File: src/rtl/arm_regfile_extend.sv
// Register file (R0-R14, R15 aliased to PC+8) and immediate extend unit
// for the single-cycle ARM datapath, between decode and the ALU.
module arm_regfile_extend (
   input  logic        clk,
   input  logic        reset,
   input  logic        WE3,
   input  logic [3:0]  RA1,
   input  logic [3:0]  RA2,
   input  logic [3:0]  WA3,
   input  logic [31:0] WD3,
   input  logic [31:0] R15,
   output logic [31:0] RD1,
   output logic [31:0] RD2,
   input  logic [23:0] Instr,
   input  logic [1:0]  ImmSrc,
   output logic [31:0] ExtImm
);

   localparam logic [3:0] PC_ADDR = 4'hF;

   logic [31:0] rf [0:14];

   // Immediate formats: DP imm8, LDR/STR imm12, word-scaled signed branch offset.
   function automatic logic [31:0] extend_imm(input logic [23:0] instr,
                                              input logic [1:0]  src);
      logic signed [25:0] boff;
      boff = $signed({instr, 2'b00});
      case (src)
         2'b00:   extend_imm = {24'b0, instr[7:0]};
         2'b01:   extend_imm = {20'b0, instr[11:0]};
         2'b10:   extend_imm = 32'(boff);
         default: extend_imm = 32'h0000_0000;
      endcase
   endfunction

   // Writes to R15 are dropped; the PC logic owns that register.
   always_ff @(posedge clk or negedge reset) begin
      if (!reset) begin
         for (int i = 0; i < 15; i++) rf[i] <= '0;
      end else if (WE3 && (WA3 != PC_ADDR)) begin
         rf[WA3] <= WD3;
      end
   end

   always_comb begin
      RD1 = (RA1 == PC_ADDR) ? R15 : rf[RA1];
      RD2 = (RA2 == PC_ADDR) ? R15 : rf[RA2];
   end

   assign ExtImm = extend_imm(Instr, ImmSrc);

endmodule

File: config.mk
export PLATFORM = sky130hd
export DESIGN_NAME = arm_regfile_extend
export DESIGN_NICKNAME = d
export VERILOG_FILES = /design/src/rtl/arm_regfile_extend.sv
export SDC_FILE = /design/constraint.sdc
export NUM_CORES = 1
export LEC_CHECK = 0
export CORE_MARGIN = 2
export CORE_UTILIZATION = 40
export DETAILED_ROUTE_END_ITERATION = 12
export HOLD_SLACK_MARGIN = 0.08
export PLACE_DENSITY_LB_ADDON = 0.12
export SLEW_MARGIN = 30
export SYNTH_ARGS = -nofsm -noshare
export SYNTH_HDL_FRONTEND = slang
export SYNTH_SLANG_ARGS = --single-unit
File: constraint.sdc
create_clock -name clk -period 2.4 [get_ports clk]
set_input_delay 0.24 -clock clk [delete_from_list [all_inputs] [get_ports clk]]
set_output_delay 0.24 -clock clk [all_outputs]
set_load 0.005 [all_outputs]
**After elaboration in Yosys (flattened, before gate mapping)**

Index checks and enable logic that the tools add are counted.

- Reductions and logical operators: 3
- Mux-type cells: 12
- Equality and inequality tests: 5
- $lt $le $gt $ge: 4
- Bitwise gates (word level): 3

Operator list:

| operator | count |
|---|---|
| $bwmux W480 | 1 |
| $bmux W32 S4 | 2 |
| $mux W32 | 7 |
| $demux W32 S4 | 1 |
| $pmux W32 S3 | 1 |
| $ge A5 B5 Y1 const B | 3 |
| $not A4 Y5 | 3 |
| $eq A4 B4 Y1 const B | 2 |
| $lt A5 B1 Y1 const B | 1 |
| $ne A4 B4 Y1 const B | 1 |
| $eq A2 B1 Y1 const B | 1 |
| $eq A2 B2 Y1 const B | 1 |
| $logic_and A1 B1 Y1 | 2 |
| $logic_not A2 Y1 | 1 |

- Register bits after elaboration: 480
- Output and inout bits: 96

**Depth between registers and ports, before layout**

Gate-level depths: netlist of the first run.

- Depth in word-level cells: 6
- Depth in mapped cells: 8

**Least setup slack after synthesis of the first run**

Ideal clock, no wire load.

- Path type: input to output
- Start point: input RA1[1]
- End point: output RD1[12]
- Stages: 7
- Data arrival time: 1556 ps
- Path slack: 604 ps
- Data required time: 2160 ps
- Path through: buf_2 > buf_4 > buf_2 > mux4_2 > mux2i_1 > nor2_1 > a211o_1

- Word-level cells in the longest chain between the ends: 5
- Elaborated cells between the ends (all ways): 6
- Those cells by class: eq/ne (1); mux (4); bitwise (1)

Ends and longest elaborated chain:

| item | line | source |
|---|---|---|
| from (decl) | 7 | `input logic [3:0] RA1,` |
| $not A4 Y5 (not written as such) | 46 | `RD1 = (RA1 == PC_ADDR) ? R15 : rf[RA1];` |
| $bmux W32 S4 | 46 |  |
| $mux W32 (not written as such) (2 in a row) | 46 |  |
| $mux W32 (*) | 46 |  |
| to (decl) | 12 | `output logic [31:0] RD1,` |

Every way passes the cells marked *; elsewhere a longest branch is shown, timed or not. The select of a mux whose other input is x is not followed.

**Worst setup path in the final report of the first run**

- Start point: register rf[476] (netlist name)
- End point: output RD1[28]

- Word-level cells in the longest chain between the ends: 4

Ends and longest elaborated chain:

| item | line | source |
|---|---|---|
| from (decl) | 21 | `logic [31:0] rf [0:14];` |
| from (signal, indexed assignment) | 41 | `rf[WA3] <= WD3;` |
| $bmux W32 S4 | 46 |  |
| $mux W32 (not written as such) (2 in a row) | 46 |  |
| $mux W32 | 46 |  |

No other way between the ends. The select of a mux whose other input is x is not followed.

==> results of run 1 <==
-- area by class of cell --
type                    count  area [sq um]
clock buffers              78          1633
multi-input cells        1139         13750
fillers                  5582         32660
flip-flops and latches    480         12010
inverters                  15         56.30
diodes                      2         5.005
repair buffers            399          4079
well taps                 864          1081
clock inverters            21         236.5
-- logic make-up (layout without fill, tap and decap cells) --
logic type | count (synthesis) | after routing
buffers and inverters | 210 | 513
AO/OA/AOI/OAI | 215 | 215
AND/OR/NAND/NOR | 134 | 134
other | 0 | 2
multiplexers | 790 | 790
flip-flops | 480 | 480
-- cells in the mapped netlist (2+ instances only) --
library cell and instances:
nand3b_1 4, nor2b_1 29, nand2b_1 6, nand2_1 36
buf_4 25, dfrtp_1 480, nor2_1 36, a21oi_1 32
o22ai_1 24, a211o_1 21, mux4_2 215, or3_1 3
o211ai_1 18, mux2_2 456, clkbuf_1 80, mux2_1 33
a2bb2oi_1 9, and4_1 2, mux2i_1 86, and2_1 14
buf_2 76, o21ai_0 58, a211oi_1 24, a22o_1 4
o221ai_1 13, o211a_1 4, buf_6 12, a21o_1 6
inv_1 15
-- what timing repair did --
action                                 4_1_cts  5_1_grt
setup endpoints to repair                   64       45
pin swaps                                   32       24
hold buffers                                 1        0
setup buffers                               12        6
resized for setup                          229       50
endpoints found under the hold margin       59        0
-- per-stage QoR --
stage	setup WS, ns	area [sq um]	TNS (ns)	hold slack (ns)
floorplan	0.6036	26390	0	-0.05559
global placement	-0.2185	30700	-3.018	0.3323
detailed placement	-0.1938	30700	-3.223	0.3329
CTS	-0.1281	32730	-0.6120	0.2854
global route	-0.1672	32850	-1.330	0.3104
finish	-0.1275	32850	-0.4824	0.2663
-- critical path, stage by stage, from the launching register on --
cell,delay (ns)
dfrtp_1,0.40
mux4_2,0.47
nor2b_1,0.15
a211oi_2,0.35
a41oi_2,0.11
buf_2,0.18
-- worst max-delay path by stage --
stage               slack, ns  endpoint  depth (start not counted)
global route            -0.17   RD1[17]                          6
CTS                     -0.13   RD1[17]                          6
global placement        -0.22   RD2[18]                          6
detailed placement      -0.19   RD1[28]                          7
floorplan                0.60   RD1[12]                          7
finish                  -0.13   RD1[28]                          5
-- power breakdown --
group,switching (mW),internal [mW],leakage [nW]
logic,2.63,4.22,6.89
clock network,3.48,5.23,0.937
registers,1.44,9.99,5.88
-- per-layer routing --
layer,global-route usage,vias to the layer above
li1,-,7518
met5,0,-
met4,0.07238,6
met3,0.05284,148
met1,0.3752,9632
met2,0.3899,656
==> flow_metrics.tcl, run 1 <==
set metrics [dict create \
    max_slew.worst_pin.slew_ns 0.7806 \
    area_growth_pct 24.48 \
    synth.mux.area_fraction 0.4247 \
    h-tree-depth 2 \
    synth-compound-area-share 0.05419 \
    slew_violations 0 \
    synth_xor_area_frac 0 \
    reg2regPathDepth 2 \
    criticalPathCategory "reg -> out" \
    insertion_delay_ns 0.60 \
    io_buffers 200 \
    violations "setup timing" \
    grt_use_total 0.2575 \
    die_w_um 260.9 \
    nNetsFinal 2193 \
    finalCriticalPeriod_ns 2.528 \
    hp-class "in -> async" \
    drt_iter0_markers 1362 \
    die-area_sq_mm 0.06805 \
    ys.flop_type "dfrtp_1" \
    critPathLaunchType "flop" \
    cts_buffers 53 \
    cts_buffer_depth 3 \
    fin_util 0.5015 \
    synth-edff-count 0 \
    antenna_found_initial 5 \
    ir_worst_vdd_v 0.0005934 \
    core_area_sq_mm 0.06551 \
    drt-met1-wl_um 39350 \
    drtAntennaViolNets 0 \
    clkSinkCount 480 \
    setup_slack_ns -0.1275 \
    seq_area_frac_synth 0.4551 \
    syn-instance-count 1829 \
    p_total_mw 27.00 \
    skew_ns 0 \
    finalHoldViolations 0 \
    path_max_fanout 3 \
    grt_pass1_vias 18821 \
    leakage_nw 13.72 \
    yosysTopAreaCell "dfrtp_1" \
    setup_viol 7 \
    slew_headroom 0.4779 \
    root_buffer "clkbuf_16" \
    vias_per_cell 5.991 \
    power.density_mw_per_mm2 821.7 \
    globalRouteOverflowTotal 0 \
    syn_avg_cell_area_sq_um 14.43 \
    grt_pass1_wl_um 128400 \
    gp_congestion 0.8161 \
    detailed_place_hpwl_um 56570 \
    clk_pin_slew_worst_paths_ns 0.06 \
    syn_nets 1934 \
    die_h_um 260.9 \
    wl_per_cell_um 28.93 \
    fin_cells 2998 \
    synthSimpleGateAreaFrac 0.02550 \
    synthAdderAreaFrac 0 \
    reg_top3 "rf x480" \
    pin_count 201 \
    rsz0062_at_grt "true" \
    wl_met2_um 39080 \
    grt_max_degree 79 \
    firstDrtPassIters 5 \
    synth_top_area_share 0.4551 \
    drc_errors 0 \
    wl_met3_um 5973 \
    top_layer "met5" \
    drv_cap 0 \
    routed_wl_um 86740 \
    r2r_start "rf[402]" \
    synth_top_family_by_area "multiplexers" \
    required_ns 2.16 \
    fin_crit_sh 1.053 \
    layout_common_cells "dfrtp_1 (480), mux2_2 (456), mux4_2 (215), buf_4 (138), clkdlybuf4s50_1 (127)" \
    drive_gt1_frac 0.5131 \
    synth_async_sr_flop_share 1.000 \
    rows 94 \
    final_common_cell "dfrtp_1" \
    ys_seq_elements 480 \
    critPathCaptureType "primary output" \
    netlist_area_sq_mm 0.02639 \
    status "finished with violations" \
    cts_tree "done" \
    dp.cells 2881 \
    start_util 0.4029 \
    ys_types 37 \
    via_count 17960 \
    r2r_end "rf[402]" \
    yosys-top-cells-area "dfrtp_1 (46%), mux2_2 (19%), mux4_2 (18%)" \
    yosysWarnings 0 \
    fmax_mhz 395.6 \
    largest_reg_flops 480 \
    rrSetupSlack_ns 1.49 \
    critPathLaunch "rf[476]" \
    top_register "rf" \
    crit_arrival_ns 2.29 \
]
Note: power is estimated with default switching activity, not from simulation.
==> run 2: changes to the inputs <==
- MAX_ROUTING_LAYER: unset -> met4
==> run 2 against run 1 <==
  * The flow still finishes with violations (setup timing)
  * Sequential share of layout area is the same
  * Flip-flop and latch count is the same
  * Clock-buffer cell count is the same
  * Final area is the same
  * Clock skew is the same
  * Sequential power is essentially flat
  * Cell count grew 0.10%
  * Fmax grew 0.60%
  * Worst hold slack is essentially flat
  * Die area is the same
  * Power is essentially flat
  * Highest routed layer is now met4
==> flow_metrics.tcl, run 2 (synthesized netlist as in run 1, its figures left out) <==
set metrics [dict create \
    status "finished with violations" \
    violations "setup timing" \
    critPathBufInv 2 \
    skew_ns 0 \
    routed_wl_um 86900 \
    reg_top3 "rf x480" \
    power.density_mw_per_mm2 821.1 \
    start_util 0.4029 \
    setup_slack_ns -0.1124 \
    pin_count 201 \
    rsz0062_at_grt "true" \
    cts_tree "done" \
    critPathLaunchType "flop" \
    top_register "rf" \
    antenna_found_initial 5 \
    criticalPathCategory "reg -> out" \
    vias_per_cell 6.016 \
    setup_tns_ns -0.3114 \
    core_area_sq_mm 0.06551 \
    path_cells "mux4_2 -> mux2i_2 -> buf_4 -> nor2_2 -> a211o_1 -> buf_2" \
    clkSinkCount 480 \
    fmax_mhz 398.0 \
    required_ns 2.16 \
    h-tree-depth 2 \
    crit_arrival_ns 2.27 \
    drive_gt1_frac 0.5134 \
    die-area_sq_mm 0.06805 \
    finalCriticalPeriod_ns 2.512 \
    final_common_cell "dfrtp_1" \
    leakage_nw 13.71 \
    root_buffer "clkbuf_16" \
    setup_viol 6 \
    grt_max_degree 79 \
    fin_util 0.5015 \
    fin_crit_sh 1.047 \
    slew_headroom 0.4752 \
    slew_violations 0 \
    grt_use_total 0.2657 \
    die_w_um 260.9 \
    drc_errors 0 \
    hold_ws_ns 0.2660 \
    clk_pin_slew_worst_paths_ns 0.06 \
    max_stage_delay_ns 0.47 \
    grt_pass1_vias 18793 \
    cts_buffer_depth 3 \
    wl_per_cell_um 28.96 \
    max_slew.worst_pin.slew_ns 0.7872 \
    layout_common_cells "dfrtp_1 (480), mux2_2 (456), mux4_2 (215), buf_4 (137), clkdlybuf4s50_1 (127)" \
    dp.cells 2881 \
    area_growth_pct 24.48 \
    nNetsFinal 2192 \
    critPathSlowestCell "mux4_2" \
    grt_pass1_wl_um 128500 \
    insertion_delay_ns 0.60 \
    path_delay_family "multiplexers" \
    detailed_place_hpwl_um 56570 \
    gp_congestion 0.8282 \
    largest_reg_flops 480 \
    finalHoldViolations 0 \
    drtAntennaViolNets 0 \
    cts_buffers 53 \
    fin_cells 3001 \
    drv_cap 0 \
    globalRouteOverflowTotal 0 \
    firstDrtPassIters 5 \
    die_h_um 260.9 \
    via_count 18055 \
    critPathCaptureType "primary output" \
    rows 94 \
    hp-class "in -> async" \
    ir_worst_vdd_v 0.0005928 \
    drt_iter0_markers 1424 \
    path_max_fanout 3 \
    io_buffers 200 \
]
-- run 2: per-layer routing --
metal / GRT usage / wire (um) / up-vias
met2: 0.3913 / 39340 / 659
met4: 0.07238 / 2209 / 0
met5: - / 0 / -
met3: 0.05264 / 5990 / 143
met1: 0.3749 / 39350 / 9722
li1: - / - / 7531
-- run 2: cell type report --
class | count | area, sq um
clock inverter | 21 | 236.5
fill | 5588 | 32660
sequential | 480 | 12010
inverter | 15 | 56.30
tap | 864 | 1081
antenna | 6 | 15.01
clock buffer | 78 | 1633
timing repair buffer | 398 | 4066
multi-input combinational | 1139 | 13750
-- run 2: final timing paths --
path | slack (ns) | depth (start not counted) | end | start
setup reg to reg | 1.49 | 2 | rf[438] | rf[438]
hold / removal | 0.27 | 2 | rf[6] | reset
setup / recovery | -0.11 | 6 | RD1[17] | rf[305]
max in group asynchronous | 1.31 | 3 | rf[27] | reset
min in group clk | 0.51 | 1 | rf[135] | rf[135]
hold reg to reg | 0.51 | 1 | rf[135] | rf[135]
-- run 2: through the flow --
stage | total power, mW | setup WS (ns) | instance area, sq um
final | 26.98 | -0.1124 | 32850
after global routing | 28.21 | -0.1670 | 32850
after CTS | 27.06 | -0.1281 | 32730
after detailed placement | 18.21 | -0.1938 | 30700
after global placement | 17.96 | -0.2185 | 30700
after floorplan | 15.49 | 0.6036 | 26390
-- run 2: timing repair --
item                                    4_1_cts  5_1_grt
pin swaps                                    32       18
hold endpoints to repair                     59        0
setup buffers                                12        5
endpoints found under the setup margin       64       45
hold buffers                                  1        0
resized for setup                           229       51
-- run 2: power by group --
| part | switching [mW] | internal (mW) |
|---|---|---|
| clock network | 3.46 | 5.23 |
| registers | 1.44 | 10.0 |
| logic | 2.64 | 4.21 |
| total | 7.54 | 19.4 |
==> run 3: changes to the inputs <==
- CTS_CLUSTER_DIAMETER: unset -> 200
==> results of run 3 <==
No change in the layout: final DEF, timing and power equal those of run 2.
